[config.mk]
export PLATFORM = sky130hd
export DESIGN_NAME = instruction_controller
export DESIGN_NICKNAME = d
export VERILOG_FILES = /design/src/rtl/gpu_isa_pkg.sv /design/src/rtl/scalar_regfile.sv /design/src/rtl/instruction_controller.sv
export SDC_FILE = /design/constraint.sdc
export NUM_CORES = 1
export LEC_CHECK = 0
export CORE_UTILIZATION = 35
export DETAILED_ROUTE_END_ITERATION = 6
export SYNTH_ARGS = -nofsm -noshare
export SYNTH_HDL_FRONTEND = slang
export SYNTH_SLANG_ARGS = --single-unit
[constraint.sdc]
create_clock -name clk_in -period 12.5 [get_ports clk_in]
set_clock_uncertainty 0.1 [all_clocks]
set_input_delay 1.25 -clock clk_in [delete_from_list [all_inputs] [get_ports clk_in]]
set_output_delay 1.25 -clock clk_in [all_outputs]
set_load 0.1 [all_outputs]
[src/rtl/gpu_isa_pkg.sv]
// Shared ISA definitions for the instruction sequencer and the data-cache memory block:
// opcode encoding, instruction field positions and the memory-forwarding classifier.
package gpu_isa_pkg;

   localparam int INSTRUCTION_WIDTH = 32;

   localparam int OPC_LSB = 28;
   localparam int OPC_W   = 4;
   localparam int RA_LSB  = 24;
   localparam int IMM_LSB = 8;
   localparam int IMM_W   = 16;
   localparam int RB_LSB  = 4;

   typedef enum logic [3:0] {
      OP_NOP    = 4'b0000,
      OP_END    = 4'b0001,
      OP_XOR    = 4'b0010,
      OP_ADDI   = 4'b0011,
      OP_BGE    = 4'b0100,
      OP_JUMP   = 4'b0101,
      OP_SMA    = 4'b0110,
      OP_LOADI  = 4'b0111,
      OP_LOADB  = 4'b1010,
      OP_WRITEB = 4'b1100,
      OP_SENDL  = 4'b1110
   } opcode_e;

   typedef enum logic [2:0] {
      ST_IDLE,
      ST_FETCH,
      ST_WAIT,
      ST_EXEC,
      ST_DONE
   } ctrl_state_e;

   // Opcodes that are not executed locally but handed to the memory block verbatim.
   function automatic logic is_mem_op(input logic [3:0] op);
      case (op)
         OP_SMA, OP_LOADI, OP_LOADB, OP_WRITEB, OP_SENDL: return 1'b1;
         default:                                         return 1'b0;
      endcase
   endfunction

endpackage

[src/rtl/scalar_regfile.sv]
// Scalar register file: two combinational read ports, one synchronous write port,
// synchronous clear of every register on reset or on a clear request.
module scalar_regfile #(
   parameter  int REG_COUNT = 16,
   parameter  int REG_WIDTH = 16,
   localparam int ADDR_W    = $clog2(REG_COUNT)
) (
   input  logic                 clk_in,
   input  logic                 rst_in,
   input  logic                 clr_in,
   input  logic                 wr_en_in,
   input  logic [ADDR_W-1:0]    wr_addr_in,
   input  logic [REG_WIDTH-1:0] wr_data_in,
   input  logic [ADDR_W-1:0]    rd_addr_a_in,
   input  logic [ADDR_W-1:0]    rd_addr_b_in,
   output logic [REG_WIDTH-1:0] rd_data_a_out,
   output logic [REG_WIDTH-1:0] rd_data_b_out
);

   logic [REG_WIDTH-1:0] r_regs [REG_COUNT];

   always_ff @(posedge clk_in) begin
      if (rst_in || clr_in) begin
         for (int i = 0; i < REG_COUNT; i++) begin
            r_regs[i] <= '0;
         end
      end else if (wr_en_in) begin
         r_regs[wr_addr_in] <= wr_data_in;
      end
   end

   assign rd_data_a_out = r_regs[rd_addr_a_in];
   assign rd_data_b_out = r_regs[rd_addr_b_in];

endmodule

[src/rtl/instruction_controller.sv]
// Instruction sequencer: fetches from a fixed-latency program ROM, executes scalar and
// control ops locally and forwards data-path ops to the memory block as one-cycle pulses.
module instruction_controller #(
   parameter int INSTRUCTION_WIDTH = gpu_isa_pkg::INSTRUCTION_WIDTH,
   parameter int PROG_ADDR_WIDTH   = 10,
   parameter int REG_COUNT         = 16,
   parameter int REG_WIDTH         = 16,
   parameter int PROG_LATENCY      = 2
) (
   input  logic                         clk_in,
   input  logic                         rst_in,
   input  logic                         start_in,
   output logic [PROG_ADDR_WIDTH-1:0]   prog_addr_out,
   input  logic [INSTRUCTION_WIDTH-1:0] prog_data_in,
   output logic [INSTRUCTION_WIDTH-1:0] instr_out,
   output logic                         instr_valid_out,
   output logic                         busy_out,
   output logic                         done_out
);
   import gpu_isa_pkg::*;

   localparam int RA_W      = $clog2(REG_COUNT);
   localparam int WAIT_W    = $clog2(PROG_LATENCY) + 1;
   localparam int WAIT_INIT = (PROG_LATENCY > 1) ? PROG_LATENCY - 2 : 0;

   ctrl_state_e                  r_state;
   logic [PROG_ADDR_WIDTH-1:0]   r_pc;
   logic                         r_cmp;
   logic [WAIT_W-1:0]            r_wait_cnt;
   logic [INSTRUCTION_WIDTH-1:0] r_instr;
   logic                         r_instr_valid;
   logic                         r_busy;
   logic                         r_done;

   logic [OPC_W-1:0]             w_opcode;
   logic [RA_W-1:0]              w_ra;
   logic [RA_W-1:0]              w_rb;
   logic [IMM_W-1:0]             w_imm;
   logic [REG_WIDTH-1:0]         w_ra_data;
   logic [REG_WIDTH-1:0]         w_rb_data;
   logic [REG_WIDTH-1:0]         w_wr_data;
   logic                         w_exec;
   logic                         w_start;
   logic                         w_wr_en;
   logic [PROG_ADDR_WIDTH-1:0]   w_pc_seq;
   logic [PROG_ADDR_WIDTH-1:0]   w_jump_target;

   assign w_opcode      = prog_data_in[OPC_LSB +: OPC_W];
   assign w_ra          = prog_data_in[RA_LSB +: RA_W];
   assign w_rb          = prog_data_in[RB_LSB +: RA_W];
   assign w_imm         = prog_data_in[IMM_LSB +: IMM_W];
   assign w_exec        = (r_state == ST_EXEC);
   assign w_start       = start_in && ((r_state == ST_IDLE) || (r_state == ST_DONE));
   assign w_wr_en       = w_exec && ((w_opcode == OP_XOR) || (w_opcode == OP_ADDI));
   assign w_wr_data     = (w_opcode == OP_XOR) ? (w_ra_data ^ w_rb_data)
                                               : (w_rb_data + REG_WIDTH'(w_imm));
   assign w_pc_seq      = r_pc + PROG_ADDR_WIDTH'(1);
   assign w_jump_target = w_imm[PROG_ADDR_WIDTH-1:0];

   scalar_regfile #(
      .REG_COUNT (REG_COUNT),
      .REG_WIDTH (REG_WIDTH)
   ) u_regfile (
      .clk_in        (clk_in),
      .rst_in        (rst_in),
      .clr_in        (w_start),
      .wr_en_in      (w_wr_en),
      .wr_addr_in    (w_ra),
      .wr_data_in    (w_wr_data),
      .rd_addr_a_in  (w_ra),
      .rd_addr_b_in  (w_rb),
      .rd_data_a_out (w_ra_data),
      .rd_data_b_out (w_rb_data)
   );

   always_ff @(posedge clk_in) begin
      if (rst_in) begin
         r_state       <= ST_IDLE;
         r_pc          <= '0;
         r_cmp         <= 1'b0;
         r_wait_cnt    <= '0;
         r_instr       <= '0;
         r_instr_valid <= 1'b0;
         r_busy        <= 1'b0;
         r_done        <= 1'b0;
      end else begin
         r_instr_valid <= 1'b0;
         case (r_state)
            ST_IDLE, ST_DONE: begin
               if (w_start) begin
                  r_state <= ST_FETCH;
                  r_pc    <= '0;
                  r_cmp   <= 1'b0;
                  r_busy  <= 1'b1;
                  r_done  <= 1'b0;
               end
            end
            ST_FETCH: begin
               if (PROG_LATENCY == 1) begin
                  r_state <= ST_EXEC;
               end else begin
                  r_state    <= ST_WAIT;
                  r_wait_cnt <= WAIT_W'(WAIT_INIT);
               end
            end
            ST_WAIT: begin
               if (r_wait_cnt == '0) begin
                  r_state <= ST_EXEC;
               end else begin
                  r_wait_cnt <= r_wait_cnt - WAIT_W'(1);
               end
            end
            ST_EXEC: begin
               r_state <= ST_FETCH;
               r_pc    <= w_pc_seq;
               case (w_opcode)
                  OP_END: begin
                     r_state <= ST_DONE;
                     r_pc    <= r_pc;
                     r_busy  <= 1'b0;
                     r_done  <= 1'b1;
                  end
                  OP_BGE:  r_cmp <= (w_ra_data >= w_rb_data);
                  OP_JUMP: if (r_cmp) r_pc <= w_jump_target;
                  default: begin
                     // Undefined opcodes fall through here and act as NOP.
                     if (is_mem_op(w_opcode)) begin
                        r_instr       <= prog_data_in;
                        r_instr_valid <= 1'b1;
                     end
                  end
               endcase
            end
            default: r_state <= ST_IDLE;
         endcase
      end
   end

   assign prog_addr_out   = r_pc;
   assign instr_out       = r_instr;
   assign instr_valid_out = r_instr_valid;
   assign busy_out        = r_busy;
   assign done_out        = r_done;

endmodule

Word level (Yosys, flattened, before mapping)
Memories as Yosys holds them, arrays and structs flattened.
Index checks and enable logic that the tools add are counted.
Storage, ports and cells
  bits in registers: 51
  bits in writable memories: 256
  input port bits: 35
  logic and storage cells: 88
  memories: 1
Cells by class
  $add $sub $neg: 3
  $lt $le $gt $ge: 1
  equal/unequal tests: 20
  multiplexer cells: 32
  bitwise logic cells: 3
  reductions and logical operators: 20
Memories
  u_regfile.r_regs: depth 16, width 16, rd ports 2, clocked after memory_dff 0, write ports 16, line scalar_regfile.sv:20  | logic [REG_WIDTH-1:0] r_regs [REG_COUNT];
Operators by type and width (number)
  $pmux W10 S2: 2
  $mux W16: 2
  $mux W10: 2
  $add A16 B16 Y16: 1
  $eq A4 B3 Y1 const B: 4
  $ge A16 B16 Y1: 1
  $mux W1: 16
  $reduce_or A16 Y1: 1
  $xor A16 B16 Y16: 1
  $eq A4 B4 Y1 const B: 3
  $pmux W3 S4: 1
  $reduce_and A3 Y1: 4
  $add A10 B1 Y10 const B: 1
  $reduce_or A5 Y1: 2
  $mux W3: 3
  $eq A4 B2 Y1 const B: 2
  $eq A3 B2 Y1 const B: 2
  $ne A2 B1 Y1 const B: 3
  $ne A2 B2 Y1 const B: 3
  $pmux W1 S2: 3
  $eq A4 B1 Y1 const B: 1
  $mux W4: 1
  $pmux W2 S2: 1
  $reduce_and A2 Y1: 2
  other kinds (12): 17

Logic depth before layout (Yosys ltp)
Gate-level depths: netlist (run 1).
  depth in word-level cells: 8
  depth in mapped cells: 14
  depth with buffers taken out: 11

Modules after synthesis
Synthesis (run 1) repeated with hierarchy kept, for this count alone.
Second synthesis, totals
  cell total of the unflattened synthesis: 1386
  area total of the unflattened synthesis: 16595.9 µm²
By module, submodules not included
  scalar_regfile: instances 1, cells an instance 917, area each 13090.1 µm², sequential area each 7687.4 µm²
  instruction_controller: instances 1, cells an instance 469, area each 3505.9 µm², sequential area each 1021.0 µm²

Worst setup path before layout (run 1)
Ideal clock, no wire load.
  kind: input port to flip-flop
  start point: input prog_data_in[4]
  end point: memory u_regfile.r_regs[0][14], data pin
  library setup time: 270 ps
  arrival time: 4823 ps
  data required time: 12130 ps
  path slack: 7306 ps
  stages on the path: 14
  path buffers: 3
  cell sequence: buf_6 > buf_1 > mux4_2 > mux4_2 > ha_1 > inv_1 > fa_1 > nor2b_1 > o211ai_1 > a21oi_1 > o21ai_0 > mux2i_1 > clkbuf_1 > a21oi_1
RTL lines
  start, declared: line instruction_controller.sv:14  | input logic [INSTRUCTION_WIDTH-1:0] prog_data_in,
  end, declared: line scalar_regfile.sv:20

==> impl_metrics.ini, run 1 <==
[route]
drt_iter0_markers = 1367
via_count = 11677
ant_nets = 0
finalWirelength_um = 52300
wl_per_cell_um = 27.0
drc = 11
drtPass1Iterations = 7
routed_via_density = 6.04

[worst_setup_path]
worstSetupEndpoint = u_regfile.r_regs[1][15]$_SDFFCE_PN0P_
path_cells = buf_4 > buf_4 > mux4_2 > mux4_2 > ha_1 > o211ai_1 > o21a_1 > a21oi_1 > o21ai_1 > xnor2_2 > a211oi_1
reg2reg_depth = 9
cp_max_fo = 43
startpoint = prog_data_in[4]
critical_path_class = in2reg
crit_path_start_kind = primary input
crit_buf_inv = 2
ff2ff_setup_slack_ns = 8.21
required_ns = 12.63
r2r_start = u_regfile.r_regs[7][3]$_SDFFCE_PN0P_
cp.depth = 11
cp.arrival_ns = 6.11
crit_path_max_incr_delay_ns = 0.84
cp_slowest_cell = xnor2_2
r2r-end = u_regfile.r_regs[1][15]$_SDFFCE_PN0P_
end_kind = flip-flop
crit_family = compound AO/OA/AOI/OAI gates

[timing]
drv_slew = 0
fmax_mhz = 167
slew_headroom_pct = 13.0
tightest_slew_ns = 1.27
setup_violations = 0
setup-tns-final_ns = 0
finalHoldViolCount = 0
rsz0062_at_grt = false
period_minus_slack_ns = 5.97
min_period_over_period_pct = 47.8

[cts]
clk_latency_ns = 0.53
cts_buffers = 34
postCtsSetupBuffers = 0
clock_path_buffers = 3
htreeDepth = 2
cts_root_buf = clkbuf_16
clock_sinks = 307
cts_tree = built
cts_hold_buf = 0
cts-resized-gates = 0
clkTransAtPathRegs_ns = 0.06

[global_route]
top_usage_layer = met2
grt_antenna_before_repair = 0
grtUsageMet1_pct = 28.4
globalRouteMet2Util_pct = 36.4
grt_pass1_vias = 11486
grt_pass1_wl_um = 76000
grt-ovfl-total = 0
track_usage_pct = 21.8
grt_use_met3_pct = 3.73
grt_max_degree = 67

[floorplan]
core_area_um2 = 46800
die_h_um = 220
rows = 79
design.die.area_um2 = 48500
ios = 80
die_w_um = 220
start_util_pct = 35.7

[logic_synthesis]
synth-edff-count = 256
syn_nets = 1323
syn_area_per_cell_um2 = 13.3
synth_cell_type_count = 54
synthCells = 1254
synth_area_um2 = 16700
ys_ff_latch = 307
synth_seq_area_share_pct = 52.2
yosys_warnings = 0
synth_ff_type = edfxtp_1
async_flop_share_pct = 0

[power]
cellPowerDensity_nw_per_um2 = 175
ir_worst_vdd_v = 0.0000782
p_leak_nw = 7.03
power_frac_clock_pct = 31.0
power_switching_mw = 1.08
combPwrFrac_pct = 27.1
switching_share_pct = 32.1
seq_power_share_pct = 41.9
finalPower_mw = 3.36
p_int_mw = 2.28

[min_path]
hold_path_class = reg2reg

[finish]
fin_nets = 1369
drive_above_1_share_pct = 21.1
synthToLayoutAreaGrowth_pct = 15.3
layout_common_cells = edfxtp_1, nor2_1, mux4_2
antennaDiodeCount = 0
fin_util_pct = 41.1
layout_commonest_cell = edfxtp_1

[placed_design]
gp_congestion = 0.957
dp_hpwl_um = 31800
io_buffers = 79

[job]
cap_violations = 0

[outcome]
status = complete, but fails checks
violations = DRC
## sequential cells by signal (all words and copies together), names as in the netlist
name	cells
busy_out	1
done_out	1
instr_out	32
instr_valid_out	1
prog_addr_out	10
r_cmp	1
r_state	3
r_wait_cnt	2
u_regfile.r_regs	256
## worst min-delay path by stage
stage / start / endpoint / slack, ns / cells past startpoint
finish: done_out$_SDFFE_PP0P_ / done_out$_SDFFE_PP0P_ / 0.36 / 2
CTS: done_out$_SDFFE_PP0P_ / done_out$_SDFFE_PP0P_ / 0.36 / 2
global route: done_out$_SDFFE_PP0P_ / done_out$_SDFFE_PP0P_ / 0.38 / 2
floorplan: r_wait_cnt[0]$_SDFFE_PP0P_ / r_wait_cnt[0]$_SDFFE_PP0P_ / 0.36 / 2
detailed placement: done_out$_SDFFE_PP0P_ / done_out$_SDFFE_PP0P_ / 0.35 / 2
global placement: done_out$_SDFFE_PP0P_ / done_out$_SDFFE_PP0P_ / 0.35 / 2
## worst reg2reg max path: cells and delay by family (launching register included)
| kind | cells | cell delay [ns] |
|---|---|---|
| adders and majority gates | 1 | 0.39 |
| muxes | 2 | 1.02 |
| AOI/OAI and AO/OA | 5 | 1.27 |
| xor gates and xnor gates | 1 | 0.84 |
| DFF | 1 | 0.40 |
## synth_stat cells (all sizes together), types with 6 or more instances
cell type | instances | area [µm²]
mux4 | 159 | 3580
a211oi | 52 | 440
nor2b | 7 | 43.8
nor2 | 198 | 743
and3 | 6 | 37.5
o21ai | 29 | 145
xnor2 | 7 | 68.8
inv | 29 | 109
nand2 | 56 | 210
nand2b | 9 | 56.3
nand3 | 14 | 70.1
clkbuf | 83 | 312
dfxtp | 51 | 1020
a21oi | 99 | 495
ha | 33 | 413
a21o | 10 | 75.1
nor3 | 21 | 105
buf | 32 | 160
mux2i | 37 | 370
a2bb2oi | 7 | 61.3
edfxtp | 256 | 7690
a31oi | 7 | 43.8
nand4 | 6 | 37.5
## kinds of logic after synthesis
logic type,Yosys count,share of synthesized area [%]
flops,307,52.2
fa+ha+maj,34,2.60
buf+inv,144,3.48
simple gates,343,9.01
xor+xnor,8,0.510
mux,197,23.8
compound gates,221,8.38
## metrics by stage
step / std cells / cell area (µm²) / setup WS, ns / hold slack (ns)
detailed placement: 1871 / 18100 / 5.96 / 0.352
CTS: 1932 / 19200 / 6.50 / 0.360
global placement: 1871 / 18100 / 5.95 / 0.355
global route: 1932 / 19200 / 6.04 / 0.384
finish: 1932 / 19200 / 6.53 / 0.357
floorplan: 1254 / 16700 / 7.31 / 0.363
## final cells by class
cell class,instances,area [µm²]
fill,4330,27500
sequential,307,8710
multi-input combinational,803,7390
timing repair buffer,125,1110
clock buffer,48,1010
tap,607,759
clock inverter,13,136
inverter,29,109
## power groups by stage
stage                     sequential (mW)  combinational (mW)  clock (mW)
final                                1.41               0.912        1.04
after global routing                 1.43               0.966        1.09
after CTS                            1.41               0.905        1.05
after floorplan                      1.42               0.597           0
after global placement               1.42               0.896           0
after detailed placement             1.43               0.902           0
## per-layer routing
layer  routed length, µm  up-vias
li1                    -     4954
met1               20100     5980
met2               25300      615
met3                4850      128
met4                2040        0
met5                   0        -
(Power assumes the default switching activity.)
==> inputs of run 2 (changes only) <==
==> constraint.sdc (replaced) <==
create_clock -name clk_in -period 5.3 [get_ports clk_in]
set_clock_uncertainty 0.1 [all_clocks]
set_input_delay 0.53 -clock clk_in [delete_from_list [all_inputs] [get_ports clk_in]]
set_output_delay 0.53 -clock clk_in [all_outputs]
set_load 0.1 [all_outputs]
==> impl_metrics.ini, run 2 (same netlist as run 1, synthesis figures left out) <==
[worst_setup_path]
cp.arrival_ns = 4.20
end_kind = flip-flop
crit_path_max_incr_delay_ns = 0.53
ff2ff_setup_slack_ns = 1.32
crit_path_start_kind = primary input
cp_slowest_cell = mux4_2
path_cells = buf_4 > buf_4 > mux4_2 > mux4_2 > ha_1 > nor2b_1 > o211ai_1 > a211oi_1 > or4_1 > nand3_1 > buf_4 > a21oi_1
critical_path_class = in2reg
required_ns = 5.45
r2r_start = u_regfile.r_regs[11][0]$_SDFFCE_PN0P_
reg2reg_depth = 12
cpMostUsedCell = buf_4
r2r-end = u_regfile.r_regs[11][12]$_SDFFCE_PN0P_
cp_max_fo = 16

[finish]
layout_common_cells = edfxtp_1, nor2_1, mux4_2
layout_commonest_cell = edfxtp_1
largest_register_ffs = 256
antennaDiodeCount = 0
fin_nets = 1396
synthToLayoutAreaGrowth_pct = 16.4
regMostFlops = u_regfile.r_regs
drive_above_1_share_pct = 22.5
fill_cells = 4274

[power]
finalPower_mw = 7.82
combPwrFrac_pct = 28.7
power_switching_mw = 2.57
switching_share_pct = 32.8
p_leak_nw = 7.13
power_frac_clock_pct = 28.7
ir_worst_vdd_v = 0.000178
cellPowerDensity_nw_per_um2 = 403
p_int_mw = 5.26
seq_power_share_pct = 42.5

[floorplan]
rows = 79
die_h_um = 220
design.die.area_um2 = 48500
core_area_um2 = 46800
die_w_um = 220
start_util_pct = 35.7
ios = 80

[global_route]
track_usage_pct = 21.5
grt_max_degree = 54
grt-ovfl-total = 0
grt_pass1_wl_um = 75200
grt_antenna_before_repair = 0
grt_pass1_vias = 11519

[cts]
clk_latency_ns = 0.54
cts_root_buf = clkbuf_16
cts_tree = built
postCtsSetupBuffers = 0
clock_path_buffers = 3
clkTransAtPathRegs_ns = 0.06
cts_buffers = 34
cts_hold_buf = 0
clock_sinks = 307
cts-resized-gates = 0
htreeDepth = 2

[timing]
period_minus_slack_ns = 4.06
rsz0062_at_grt = false
drv_slew = 0
finalHoldViolCount = 0
holdWs_ns = 0.363
setup-tns-final_ns = 0
slew_headroom_pct = 21.3
min_period_over_period_pct = 76.6
setup_violations = 0
tightest_slew_ns = 1.17
fmax_mhz = 246

[route]
finalWirelength_um = 51300
wl_per_cell_um = 26.2
routed_via_density = 5.95
via_count = 11636
drtPass1Iterations = 7
drt_iter0_markers = 1297
drc = 14
ant_nets = 0

[min_path]
hold-path-endpoint = done_out$_SDFFE_PP0P_
hold_path_class = reg2reg
hp-start = done_out$_SDFFE_PP0P_
worstHoldPathCells = 2

[outcome]
violations = DRC
status = complete, but fails checks

[job]
cap_violations = 0

[placed_design]
gp_congestion = 0.899
dp_hpwl_um = 33300
io_buffers = 79
-- run 2: per-stage QoR --
| step | worst slack, ns | utilization, % | std cells | cell area [µm²] |
|---|---|---|---|---|
| 3_5_place_dp | 0.698 | 39.3 | 1898 | 18400 |
| 6_report | 1.24 | 41.5 | 1956 | 19400 |
| 4_1_cts | 1.24 | 41.5 | 1956 | 19400 |
| 3_3_place_gp | 0.752 | 39.3 | 1898 | 18400 |
| 5_1_grt | 1.06 | 41.5 | 1956 | 19400 |
| 2_1_floorplan | 0.826 | - | 1254 | 16700 |
-- run 2: per-layer routing --
metal  part of all wire, %  routed length [µm]  GRT usage (%)
met1                    39               20000           28.4
met2                    49               24900           35.7
met3                   9.1                4650           3.29
met4                   3.4                1730           7.93
met5                     0                   0              0
-- run 2: power by group through the flow --
stage                     clock network (mW)  registers [mW]  logic (mW)
after detailed placement                   0            3.37        2.23
after global placement                     0            3.34        2.21
after CTS                               2.28            3.32        2.24
after floorplan                            0            3.35        1.41
final                                   2.25            3.33        2.25
after global routing                    2.37            3.38        2.38
-- run 2: cell type report --
type	count	area, µm²	area share (%)
Sequential cell	307	8710	44.9
Multi-Input combinational cell	803	7390	38.1
Timing Repair Buffer	152	1400	7.24
Clock buffer	46	968	4.99
Tap cell	607	759	3.92
Inverter	29	109	0.561
Clock inverter	12	60.1	0.310
-- run 2: worst max path at each step --
stage / from / end / slack [ns] / cells after the start
global route: prog_data_in[4] / u_regfile.r_regs[11][12]$_SDFFCE_PN0P_ / 1.06 / 12
CTS: prog_data_in[4] / u_regfile.r_regs[1][15]$_SDFFCE_PN0P_ / 1.24 / 12
detailed placement: prog_data_in[4] / u_regfile.r_regs[11][12]$_SDFFCE_PN0P_ / 0.70 / 12
global placement: prog_data_in[4] / u_regfile.r_regs[12][12]$_SDFFCE_PN0P_ / 0.75 / 12
floorplan: prog_data_in[4] / u_regfile.r_regs[0][14]$_SDFFCE_PN0P_ / 0.83 / 14
finish: prog_data_in[4] / u_regfile.r_regs[11][12]$_SDFFCE_PN0P_ / 1.24 / 12
-- run 2: worst max-delay path, delay by kind of cell --
kind | cells | cell delay, ns
buf+inv | 3 | 0.81
fa+ha+maj | 1 | 0.36
simple gates | 3 | 0.80
compound gates | 3 | 0.63
mux | 2 | 1.04
